**src/rtl/fifo_credit_sender_pkg.sv**
```systemverilog
// Shared definitions for the credit-based FIFO sender: link width, default
// downstream credit depth and the sender state encodings.
package fifo_credit_sender_pkg;

    localparam int PATH_WIDTH   = 32;
    localparam int LINK_CREDITS = 2;

    typedef enum logic [1:0] {
        SND_IDLE    = 2'b00,
        SND_ACTIVE  = 2'b01,
        SND_BLOCKED = 2'b10
    } snd_state_e;

endpackage

```
**src/rtl/fifo_credit_sender_credit_counter.sv**
```systemverilog
// Downstream credit counter: starts full, saturates at CREDITS and raises a
// sticky overflow flag when a credit returns while already full.
module credit_counter #(
    parameter int CREDITS = 2,
    parameter int CW      = 2
) (
    input  logic          clk,
    input  logic          rst,
    input  logic          dec,
    input  logic          inc,
    output logic [CW-1:0] count,
    output logic          zero,
    output logic          ovf
);

    logic [CW-1:0] count_q, count_d;
    logic          ovf_q, ovf_d;
    logic [CW:0]   sum;

    // One spare bit so a return on a full counter is visible before saturating.
    always_comb begin
        sum     = {1'b0, count_q} - {{CW{1'b0}}, dec} + {{CW{1'b0}}, inc};
        count_d = sum[CW-1:0];
        ovf_d   = ovf_q;
        if (sum > (CW+1)'(CREDITS)) begin
            count_d = CW'(CREDITS);
            ovf_d   = 1'b1;
        end
    end

    always_ff @(posedge clk) begin
        if (rst) begin
            count_q <= CW'(CREDITS);
            ovf_q   <= 1'b0;
        end else begin
            count_q <= count_d;
            ovf_q   <= ovf_d;
        end
    end

    assign count = count_q;
    assign zero  = (count_q == '0);
    assign ovf   = ovf_q;

endmodule

```
**src/rtl/fifo_credit_sender.sv**
```systemverilog
// Pops the port FIFO onto a credit-flow-controlled switch link.
// Optional SENDER_PARITY_EN adds a registered even-parity output link_parity.
module fifo_credit_sender
    import fifo_credit_sender_pkg::*;
#(
    parameter int WIDTH   = PATH_WIDTH,
    parameter int CREDITS = LINK_CREDITS,
    parameter int CW      = 2
) (
    input  logic             clk,
    input  logic             rst,
    input  logic             en,
    output logic             fifo_deq,
    input  logic [WIDTH-1:0] fifo_d_out,
    input  logic             fifo_valid,
    output logic [WIDTH-1:0] link_data,
    output logic             link_valid,
    input  logic             credit_in,
    output logic             blocked,
`ifdef SENDER_PARITY_EN
    output logic             link_parity,
`endif
    output logic             err
);

    logic [CW-1:0] credits;
    logic          credits_zero;
    logic          sent;
    logic [CW:0]   credits_nxt;
    logic          nxt_zero;

    snd_state_e    state_q, state_d;
    logic [WIDTH-1:0] link_data_q, link_data_d;
    logic          link_valid_q, link_valid_d;
    logic          blocked_q, blocked_d;

    credit_counter #(.CREDITS(CREDITS), .CW(CW)) u_credits (
        .clk   (clk),
        .rst   (rst),
        .dec   (sent),
        .inc   (credit_in),
        .count (credits),
        .zero  (credits_zero),
        .ovf   (err)
    );

    // Pop depends only on registered credits, never on the incoming credit.
    assign fifo_deq    = en & ~credits_zero;
    assign sent        = fifo_deq & fifo_valid;
    assign credits_nxt = {1'b0, credits} - {{CW{1'b0}}, sent} + {{CW{1'b0}}, credit_in};
    assign nxt_zero    = (credits_nxt == '0);

    always_ff @(posedge clk) begin
        if (rst) state_q <= SND_IDLE;
        else     state_q <= state_d;
    end

    always_comb begin
        state_d = state_q;
        unique case (state_q)
            SND_IDLE:    if (en) state_d = credits_zero ? SND_BLOCKED : SND_ACTIVE;
            SND_ACTIVE:  if (!en) state_d = SND_IDLE;
                         else if (nxt_zero) state_d = SND_BLOCKED;
            SND_BLOCKED: if (!en) state_d = SND_IDLE;
                         else if (!nxt_zero) state_d = SND_ACTIVE;
            default:     state_d = SND_IDLE;
        endcase
    end

    always_comb begin
        link_data_d  = sent ? fifo_d_out : link_data_q;
        link_valid_d = sent;
        blocked_d    = (state_d == SND_BLOCKED);
    end

    always_ff @(posedge clk) begin
        if (rst) begin
            link_data_q  <= '0;
            link_valid_q <= 1'b0;
            blocked_q    <= 1'b0;
        end else begin
            link_data_q  <= link_data_d;
            link_valid_q <= link_valid_d;
            blocked_q    <= blocked_d;
        end
    end

    assign link_data  = link_data_q;
    assign link_valid = link_valid_q;
    assign blocked    = blocked_q;

`ifdef SENDER_PARITY_EN
    logic link_parity_q, link_parity_d;

    assign link_parity_d = sent ? ^fifo_d_out : link_parity_q;

    always_ff @(posedge clk) begin
        if (rst) link_parity_q <= 1'b0;
        else     link_parity_q <= link_parity_d;
    end

    assign link_parity = link_parity_q;
`endif

endmodule

```
**config.mk**
```make
export PLATFORM = sky130hd
export DESIGN_NAME = fifo_credit_sender
export DESIGN_NICKNAME = d
export VERILOG_FILES = /design/src/rtl/fifo_credit_sender_pkg.sv /design/src/rtl/fifo_credit_sender_credit_counter.sv /design/src/rtl/fifo_credit_sender.sv
export SDC_FILE = /design/constraint.sdc
export NUM_CORES = 1
export LEC_CHECK = 0
export BUFFER_PORTS_ARGS = -buffer_cell sky130_fd_sc_hd__buf_2
export CAP_MARGIN = 20
export CELL_PAD_IN_SITES_DETAIL_PLACEMENT = 2
export CELL_PAD_IN_SITES_GLOBAL_PLACEMENT = 2
export CORE_UTILIZATION = 25
export DETAILED_ROUTE_END_ITERATION = 8
export PLACE_DENSITY_LB_ADDON = 0.15
export SYNTH_ARGS = -nofsm -noshare
export SYNTH_HDL_FRONTEND = slang
export SYNTH_SLANG_ARGS = --single-unit
```
**constraint.sdc**
```tcl
create_clock -name clk -period 7.7 [get_ports clk]
set_clock_uncertainty 0.1 [all_clocks]
set_input_delay 0 -clock clk [delete_from_list [all_inputs] [get_ports clk]]
set_output_delay 0 -clock clk [all_outputs]
set_load 0.05 [all_outputs]
```
# Word-level counts from Yosys, hierarchy flattened
# Index checks and enable logic that the tools add are counted.
# totals
inputBits	37
mem_bits_rw	0
regBits	39
romBits	0
latch_bits	0
memories	0
# classes
reduce_logical	4
div	0
bitwise	3
eq_ne	3
mul	0
order_cmp	1
shifts	0
addsub	2
n_mux	7
# op_table
op	n
2-to-1 mux 2 bit	6
one-hot mux 2 bit (3 select lines)	1
== test 2 bit (second input constant)	2
zero test 2 bit	2
adder 3 x 1 -> 3 bit	1
> comparator 3 x 2 -> 1 bit (second input constant)	1
zero test 3 bit	1
subtractor 2 x 1 -> 3 bit	1
AND 1 bit	2
== test 2 x 1 -> 1 bit (second input constant)	1
OR reduction 2 bit	1
NOT 1 bit	1

# Longest topological paths before layout
# Gate-level depths: netlist of the first run.
# depth
depth_word	11
mapped_depth	10
depth_no_buf	9

# By module
# Synthesis of the first run repeated with hierarchy kept, for this count alone.
# unflattened
hier_cells	180
area_unflattened_um2	1739.2
# by_module_without_submodules
module	n_inst	cells_per_inst	area_per_inst_um2
fifo_credit_sender	1	164	1576.5
credit_counter	1	16	162.7

# Least setup slack after synthesis of the first run
# No wires, ideal clock.
# synth_path
path_type	flip-flop to flip-flop
from	register u_credits.count_q[1], in the netlist u_credits.count[1]
to	register blocked_q, in the netlist blocked
arrival_time_ns	2.278
slack_ns	5.196
stages_incl_launch_ff	11
required_time_ns	7.474
path_cell_list	dfxtp_1 o211ai_2 inv_2 buf_4 ha_1 inv_1 ha_1 fa_1 xor2_2 a31oi_1 o32ai_1
# synth_via
elab_chain_len	11
word_cells_on_any_way	15
cone_classes	add/sub (2); eq/ne (1); mux (7); bitwise (3); reduce/logical (2)
# synth_rtl
element	line_no	text
from (decl)	fifo_credit_sender_credit_counter.sv:16	logic [CW-1:0] count_q, count_d;
from (signal assigned)	fifo_credit_sender_credit_counter.sv:33	count_q <= CW'(CREDITS);
from (signal assigned)	fifo_credit_sender_credit_counter.sv:36	count_q <= count_d;
zero test 2 bit (*)	fifo_credit_sender_credit_counter.sv:42	assign zero = (count_q == '0);
NOT 1 bit (*)	fifo_credit_sender.sv:48	assign fifo_deq = en & ~credits_zero;
AND 1 bit (*)	fifo_credit_sender.sv:48	
AND 1 bit (*)	fifo_credit_sender.sv:49	assign sent = fifo_deq & fifo_valid;
net link_valid_d	fifo_credit_sender.sv:34	logic link_valid_q, link_valid_d;
subtractor 2 x 1 -> 3 bit (*)	fifo_credit_sender.sv:50	assign credits_nxt = {1'b0, credits} - {{CW{1'b0}}, sent} + {{CW{1'b0}}, credit_in};
adder 3 x 1 -> 3 bit (*)	fifo_credit_sender.sv:50	
zero test 3 bit (*)	fifo_credit_sender.sv:51	assign nxt_zero = (credits_nxt == '0);
2-to-1 mux 2 bit (on tied branches)	fifo_credit_sender.sv:65, fifo_credit_sender.sv:63	
2-to-1 mux 2 bit (on tied branches)	fifo_credit_sender.sv:64, fifo_credit_sender.sv:62	
one-hot mux 2 bit (3 select lines) (*)	fifo_credit_sender.sv:60	unique case (state_q)
== test 2 bit (*)	fifo_credit_sender.sv:73	blocked_d = (state_d == SND_BLOCKED);
to (signal assigned)	fifo_credit_sender.sv:84	blocked_q <= blocked_d;
to (decl)	fifo_credit_sender.sv:35	logic blocked_q, blocked_d;
# Mark *: on every way through the listed nets, which the timed path passes. The rest lies on a longest branch.
# A chain may end at the register's enable or synchronous reset.

# Worst setup path after layout of the first run
# layout_path
from	register u_credits.count_q[1], in the netlist u_credits.count[1]
to	register blocked_q, in the netlist blocked
# layout_via
elab_chain_len	11
word_cells_on_any_way	15
cone_classes	add/sub (2); eq/ne (1); mux (7); bitwise (3); reduce/logical (2)
# layout_rtl
element	line_no	text
zero test 2 bit	fifo_credit_sender_credit_counter.sv:42	
NOT 1 bit	fifo_credit_sender.sv:48	
AND 1 bit	fifo_credit_sender.sv:48	
AND 1 bit	fifo_credit_sender.sv:49	
subtractor 2 x 1 -> 3 bit (*)	fifo_credit_sender.sv:50	
adder 3 x 1 -> 3 bit (*)	fifo_credit_sender.sv:50	
net credits_nxt[1]	fifo_credit_sender.sv:29	logic [CW:0] credits_nxt;
zero test 3 bit (*)	fifo_credit_sender.sv:51	
2-to-1 mux 2 bit (on tied branches)	fifo_credit_sender.sv:65, fifo_credit_sender.sv:63	
2-to-1 mux 2 bit (on tied branches)	fifo_credit_sender.sv:64, fifo_credit_sender.sv:62	
one-hot mux 2 bit (3 select lines) (*)	fifo_credit_sender.sv:60	
== test 2 bit (*)	fifo_credit_sender.sv:73	
# Marks and branches as above.

==> results of run 1 <==
==> metal layers <==
| metal | up-vias | GRT usage [%] | part of all wire (%) |
|---|---|---|---|
| met5 | - | 0 | 0 |
| met4 | 0 | 6.79 | 1.6 |
| met3 | 6 | 4.12 | 4.2 |
| met2 | 43 | 30.1 | 50 |
| met1 | 717 | 20.1 | 44 |
| li1 | 764 | - | - |
==> synthesized netlist by cell type <==
cell type,number,area [µm²]
buf_2,3,15.0
nand2b_1,1,6.26
buf_4,3,22.5
nand4bb_1,1,11.3
nor2_1,5,18.8
o32ai_1,2,17.5
inv_2,1,3.75
clkbuf_1,3,11.3
a21o_1,1,7.51
dfxtp_1,39,781
fa_1,1,20.0
nor3_1,1,5.00
inv_1,5,18.8
o211ai_2,1,12.5
a31oi_1,1,6.26
o21a_1,1,7.51
buf_1,1,3.75
nand2_1,66,248
a21oi_1,35,175
ha_1,2,25.0
xor2_2,1,16.3
==> state kept, by name (all words and copies together) (netlist names) <==
| name | cells |
|---|---|
| u_credits.count | 2 |
| link_valid | 1 |
| u_credits.ovf | 1 |
| link_data | 32 |
| state_q | 2 |
| blocked | 1 |
==> critical path: cells and delay by family (launching register included) <==
| kind | cells | cell delay, ns |
|---|---|---|
| AO/OA/AOI/OAI | 3 | 0.53 |
| AND/OR/NAND/NOR | 1 | 0.21 |
| adder cells (fa/ha/maj) | 3 | 0.96 |
| buffers and inverters | 2 | 0.49 |
| flip-flops | 1 | 0.45 |
==> layout by cell type, fill, tap and decap left out, types with 2 or more instances in the layout <==
| master | instances |
|---|---|
| o32ai_1 | 2 |
| a21oi_1 | 35 |
| dlygate4sd3_1 | 33 |
| nor2_1 | 5 |
| buf_2 | 72 |
| inv_1 | 5 |
| ha_1 | 2 |
| nand2_1 | 66 |
| dfxtp_1 | 39 |
| clkbuf_8 | 6 |
==> cell type report <==
cell class | count | area [µm²] | share of cell area, %
Multi-Input combinational cell | 119 | 577 | 25.2
Timing Repair Buffer | 106 | 698 | 30.5
Sequential cell | 39 | 781 | 34.2
Inverter | 6 | 22.5 | 0.985
Clock buffer | 6 | 82.6 | 3.61
Tap cell | 72 | 90.1 | 3.94
Clock inverter | 2 | 35.0 | 1.53
==> logic make-up (layout without fill, tap and decap cells) <==
logic type                 Yosys count  count (layout)  share of synthesized area [%]
adders and majority gates            3               3                           3.14
buffers and inverters               16             120                           5.24
and+or+nand+nor                     74              74                           20.2
xor gates and xnor gates             1               1                           1.14
DFF                                 39              39                           54.5
AOI/OAI and AO/OA                   41              41                           15.8
==> worst paths after layout <==
kind / from / to / slack (ns) / cells past startpoint
worst min-delay path: credit_in / u_credits.count[0] / 0.04 / 4
worst min register to register: link_data[0] / link_data[0] / 0.36 / 2
worst max register to register: u_credits.count[1] / blocked / 4.86 / 9
worst max-delay path: u_credits.count[1] / blocked / 4.86 / 9
==> per-stage QoR <==
stage	cell area, µm²	utilization (%)	setup WS [ns]	hold WS (ns)	power (µW)
after floorplan	1430	-	5.20	0.0360	376
after global placement	1840	33.4	4.96	0.146	419
after detailed placement	1840	33.4	4.83	0.150	423
after CTS	2290	41.5	4.81	0.0502	620
after global routing	2290	41.5	4.55	0.0990	648
final	2290	41.5	4.86	0.0442	611
==> power groups by stage <==
stage	combinational, µW	sequential [µW]	clock [µW]
6_report	188	242	182
5_1_grt	204	245	198
4_1_cts	189	242	188
3_5_place_dp	176	247	0
3_3_place_gp	173	246	0
2_1_floorplan	66.5	310	0
==> metrics.cfg, run 1 <==
[drt]
drt_iter0_drc=34
wirelength_um=4790
dr.pass1.iters=2
vias=1530
vias_per_cell=4.37
ant_nets=0
wl_per_cell_um=13.7
drcViolationCount=0

[pwr]
p_per_area_nw_per_um2=268
netSwitchingFraction_pct=36.5
p_leak_uw=0.00106
power_frac_comb_pct=30.7
intPower_uw=388
irDropWorstVdd_v=0.0000809
switching_power_uw=223
pwr-share-clk_pct=29.7
pwr-share-seq_pct=39.6

[setup_path]
crit_path_top_delay_cell=fa_1
crit_top_cell=ha_1
crit_required_ns=7.80
path_cells=o211ai_2 -> inv_2 -> ha_1 -> inv_1 -> ha_1 -> fa_1 -> nor2_1 -> a31oi_1 -> o32ai_1
slowest_delay_ns=0.46
setup.worst_path.class=register to register
setup.worst_path.start_class=register
crit_fanout=33
crit_arrival_ns=2.94
cp-end-kind=register

[min_path]
holdCritPathClass=input pin to register

[cells_and_area]
final_nets=317
n_antenna_cell=0
fillers=637
syn_to_final_growth_pct=59.6
stdcell_count=350
drive_gt1_share_pct=30.2

[sta]
tns_ns=0
slew_violations=0
fin_crit_sh_pct=36.9
finalSetupViolations=0
max_freq_mhz=352
fin_crit_ns=2.84
grt_setup_unrepaired=no
worst_pin_slew_ns=0.672
max-slew-margin-rel_pct=55.2
hold_violations=0

[yosys]
synth-seq-area-share_pct=54.5
yosys_warnings=0
syn_nets=214
yosysUniqueCellTypes=21
postSynthAreaPerCell_um2=8.23
ys_seq_elements=39
syn_inst=174
netlist_area_um2=1430

[cts]
post-cts-setup-buffers=0
cts_tree=done
htreeDepth=2
cts.sinks=39
cts_made_buffers=5
cts_resized=0
clock_latency_ns=0.30
cts_root_buf=clkbuf_8
hold_buffers=33
clock_path_buffers=2
cts.clk_slew.worst_paths_ns=0.08

[flow_run]
maxCapViolCount=0

[floorplanning]
die-area_um2=6040
num_io_pins=73
initial_core_util_pct=26.0
core_area_um2=5510
die_width_um=77.7
row_count=27
die_y_um=77.7

[placement]
hpwlAfterDp_um=3030
io_buffers=72
placed_cells=309
place.gp.congestion=0.674

[global_route]
grt_pass1_wl_um=7900
grt_max_degree=38
antenna_found_initial=0
grt.overflow.total=0
grt_pass1_vias=1644
grt_use_total_pct=17.2

[run_status]
status=finished, final reports clean

(Power assumes the default switching activity.)
==> run 2, diff against run 1 <==
--- a/config.mk
+++ b/config.mk
@@ -5,11 +5,12 @@
 export SDC_FILE = /design/constraint.sdc
 export NUM_CORES = 1
 export LEC_CHECK = 0
+export ABC_AREA = 1
 export BUFFER_PORTS_ARGS = -buffer_cell sky130_fd_sc_hd__buf_2
 export CAP_MARGIN = 20
 export CELL_PAD_IN_SITES_DETAIL_PLACEMENT = 2
 export CELL_PAD_IN_SITES_GLOBAL_PLACEMENT = 2
-export CORE_UTILIZATION = 25
+export CORE_UTILIZATION = 21
 export DETAILED_ROUTE_END_ITERATION = 8
 export PLACE_DENSITY_LB_ADDON = 0.15
 export SYNTH_ARGS = -nofsm -noshare
==> constraint.sdc (replaced) <==
create_clock -name clk -period 2.4 [get_ports clk]
set_clock_uncertainty 0.1 [all_clocks]
set_input_delay 0 -clock clk [delete_from_list [all_inputs] [get_ports clk]]
set_output_delay 0 -clock clk [all_outputs]
set_load 0.05 [all_outputs]
==> metrics.cfg, run 2 <==
[run_status]
status=finished, final reports clean  ; unchanged

[global_route]
grt_use_total_pct=13.0  ; was 17.2%
grt_pass1_vias=1891  ; was 1644
grt_max_degree=66  ; was 38
grt_pass1_wl_um=8560  ; was 7900 µm
grt.overflow.total=0  ; unchanged
antenna_found_initial=0  ; unchanged

[sta]
hold_violations=0  ; unchanged
slew_violations=0  ; unchanged
max_freq_mhz=444  ; was 352 MHz
fin_crit_ns=2.25  ; was 2.84 ns
fin_crit_sh_pct=93.8  ; was 36.9%
worst_pin_slew_ns=0.653  ; was 0.672 ns
finalSetupViolations=0  ; unchanged
grt_setup_unrepaired=no  ; unchanged
setup_slack_ns=0.149  ; was 4.86 ns
max-slew-margin-rel_pct=56.4  ; was 55.2%

[drt]
wirelength_um=4980  ; was 4790 µm
ant_nets=0  ; unchanged
wl_per_cell_um=10.8  ; was 13.7 µm
drcViolationCount=0  ; unchanged
vias_per_cell=3.87  ; was 4.37
vias=1787  ; was 1530
dr.pass1.iters=5  ; was 2
drt_iter0_drc=20  ; was 34

[yosys]
syn_inst=254  ; was 174
synth_area_leaders=dfxtp_1 (47%), nand2_1 (16%), nor2_1 (16%)  ; was dfxtp_1 (54%), nand2_1 (17%), a21oi_1 (12%)
syn_nets=294  ; was 214
synth-seq-area-share_pct=46.6  ; was 54.5%
synth_largest_area_cell=dfxtp_1  ; unchanged
synth-edff-count=0  ; unchanged
netlist_area_um2=1670  ; was 1430 µm²
ys_top_cells_by_count=nand2_1 (73), nor2_1 (73), inv_1 (44)  ; was nand2_1 (66), dfxtp_1 (39), a21oi_1 (35)
yosys_warnings=0  ; unchanged
postSynthAreaPerCell_um2=6.59  ; was 8.23 µm²
async_flop_share_pct=0  ; unchanged
ys_seq_elements=39  ; unchanged
synth_ff_type=dfxtp_1  ; unchanged
synth_top_cell_area_share_pct=46.6  ; was 54.5%
yosysUniqueCellTypes=19  ; was 21

[floorplanning]
die_y_um=91.3  ; was 77.7 µm
die-area_um2=8330  ; was 6040 µm²
initial_core_util_pct=21.7  ; was 26.0%
row_count=32  ; was 27
die_width_um=91.3  ; was 77.7 µm
core_area_um2=7730  ; was 5510 µm²
num_io_pins=73  ; unchanged

[setup_path]
slowest_delay_ns=0.56  ; was 0.46 ns
path_cells=nor2_4 -> nor2_4 -> nand2_2 -> inv_2 -> ha_4 -> inv_2 -> ha_4 -> fa_2 -> nor2_1 -> nand3_1 -> nor2_1 -> nor2_1 -> nor2_1  ; was o211ai_2 -> inv_2 -> ha_1 -> inv_1 -> ha_1 -> fa_1 -> nor2_1 -> a31oi_1 -> o32ai_1
setup.worst_path.class=register to register  ; unchanged
crit_path_top_delay_cell=fa_2  ; was fa_1
crit_arrival_ns=2.34  ; was 2.94 ns
cp-end-kind=register  ; unchanged
crit_top_cell=nor2_1  ; was ha_1
crit_fanout=4  ; was 33
setup.worst_path.start_class=register  ; unchanged
crit_required_ns=2.48  ; was 7.80 ns

[cells_and_area]
layout_common_cells=nand2_1 (73), nor2_1 (72), buf_2 (72)  ; was buf_2 (72), nand2_1 (66), dfxtp_1 (39)
final_nets=399  ; was 317
final_common_cell=nand2_1  ; was buf_2
utilization_pct=33.8  ; was 41.5%
syn_to_final_growth_pct=55.9  ; was 59.6%
fillers=959  ; was 637
n_antenna_cell=0  ; unchanged
largest_reg_flops=32  ; unchanged
drive_gt1_share_pct=26.1  ; was 30.2%

[cts]
cts.sinks=39  ; unchanged
clock_latency_ns=0.29  ; was 0.30 ns
post-cts-setup-buffers=0  ; unchanged
htreeDepth=2  ; unchanged
cts.clk_slew.worst_paths_ns=0.08  ; about the same
clock_path_buffers=2  ; unchanged
cts_tree=done  ; unchanged
cts_made_buffers=5  ; unchanged
cts_root_buf=clkbuf_8  ; unchanged

[placement]
place.gp.congestion=0.664  ; was 0.674
io_buffers=72  ; unchanged
post-place-ws_ns=0.102  ; was 4.83 ns
hpwlAfterDp_um=3350  ; was 3030 µm

[pwr]
pwr-share-clk_pct=24.0  ; was 29.7%
irDropWorstVdd_v=0.000341  ; was 0.0000809 V
intPower_uw=1410  ; was 388 µW
p_per_area_nw_per_um2=930  ; was 268 nW/µm²
pwr-share-seq_pct=34.0  ; was 39.6%
switching_power_uw=1010  ; was 223 µW
power_frac_comb_pct=42.0  ; was 30.7%
netSwitchingFraction_pct=41.7  ; was 36.5%
p_leak_uw=0.00145  ; was 0.00106 µW

[min_path]
holdCritPathClass=input pin to register  ; unchanged

[flow_run]
maxCapViolCount=0  ; unchanged

run 2: cell types whose count changed after synthesis, sizes merged, moves of 2 or more:
cell,before,now
nand2,66,74
inv,6,45
nor2,5,74
nand3,0,3
a21oi,35,2
o32ai,2,0
run 2: kinds of logic (layout without fill, tap and decap cells):
family,count (synthesis),count (layout),share of synthesized area (%)
buf+inv,56,162,14.3
compound gates,3,3,0.897
fa+ha+maj,3,3,2.69
flops,39,39,46.6
simple gates,153,153,35.5
run 2: layer usage:
| metal | GRT usage, % | wire length (µm) |
|---|---|---|
| met1 | 14.5 | 2200 |
| met2 | 23.7 | 2500 |
| met3 | 3.52 | 223 |
| met4 | 4.37 | 61 |
| met5 | 0 | 0 |
run 2: critical path: cells and delay by family (launching register included):
kind                       cells  cell delay [ns]
buffers and inverters          2             0.09
and+or+nand+nor                8             0.64
DFF                            1             0.35
adders and majority gates      3             0.97
run 2: path summary, 6_finish.rpt:
check	startpoint	endpoint	slack (ns)	cells past startpoint
max	u_credits.count[1]	blocked	0.15	13
max reg2reg	u_credits.count[1]	blocked	0.15	13
min reg2reg	link_data[12]	link_data[12]	0.41	4
min	credit_in	u_credits.count[1]	0.02	4
run 2: stage by stage:
step	hold slack, ns	setup TNS [ns]	cells	cell area (µm²)	power (µW)
detailed placement	0.132	0	420	2150	1810
CTS	0.0240	0	462	2600	2460
global route	0.0201	0	462	2610	2620
finish	0.0177	0	462	2610	2430
floorplan	-0.0333	-0.346	254	1710	1590
global placement	0.120	0	420	2150	1780
run 2: area by class of cell:
class / instances / area [µm²] / area share (%)
sequential: 39 / 783 / 30.0
clock inverter: 2 / 35.0 / 1.34
tap: 102 / 128 / 4.89
timing repair buffer: 108 / 716 / 27.4
inverter: 46 / 173 / 6.62
multi-input combinational: 159 / 693 / 26.6
clock buffer: 6 / 82.6 / 3.16
run 2: repair_timing:
action                                  4_1_cts  5_1_grt
hold buffers                                 34        0
resized for setup                             0        2
endpoints found under the setup margin        0        3
endpoints found under the hold margin        37        0
run 2: power by group through the flow:
stage	registers, µW	clock network, µW	logic (µW)
after global placement	838	0	944
after detailed placement	843	0	971
final	825	583	1020
after global routing	840	642	1140
after floorplan	1150	0	444
after CTS	829	614	1020
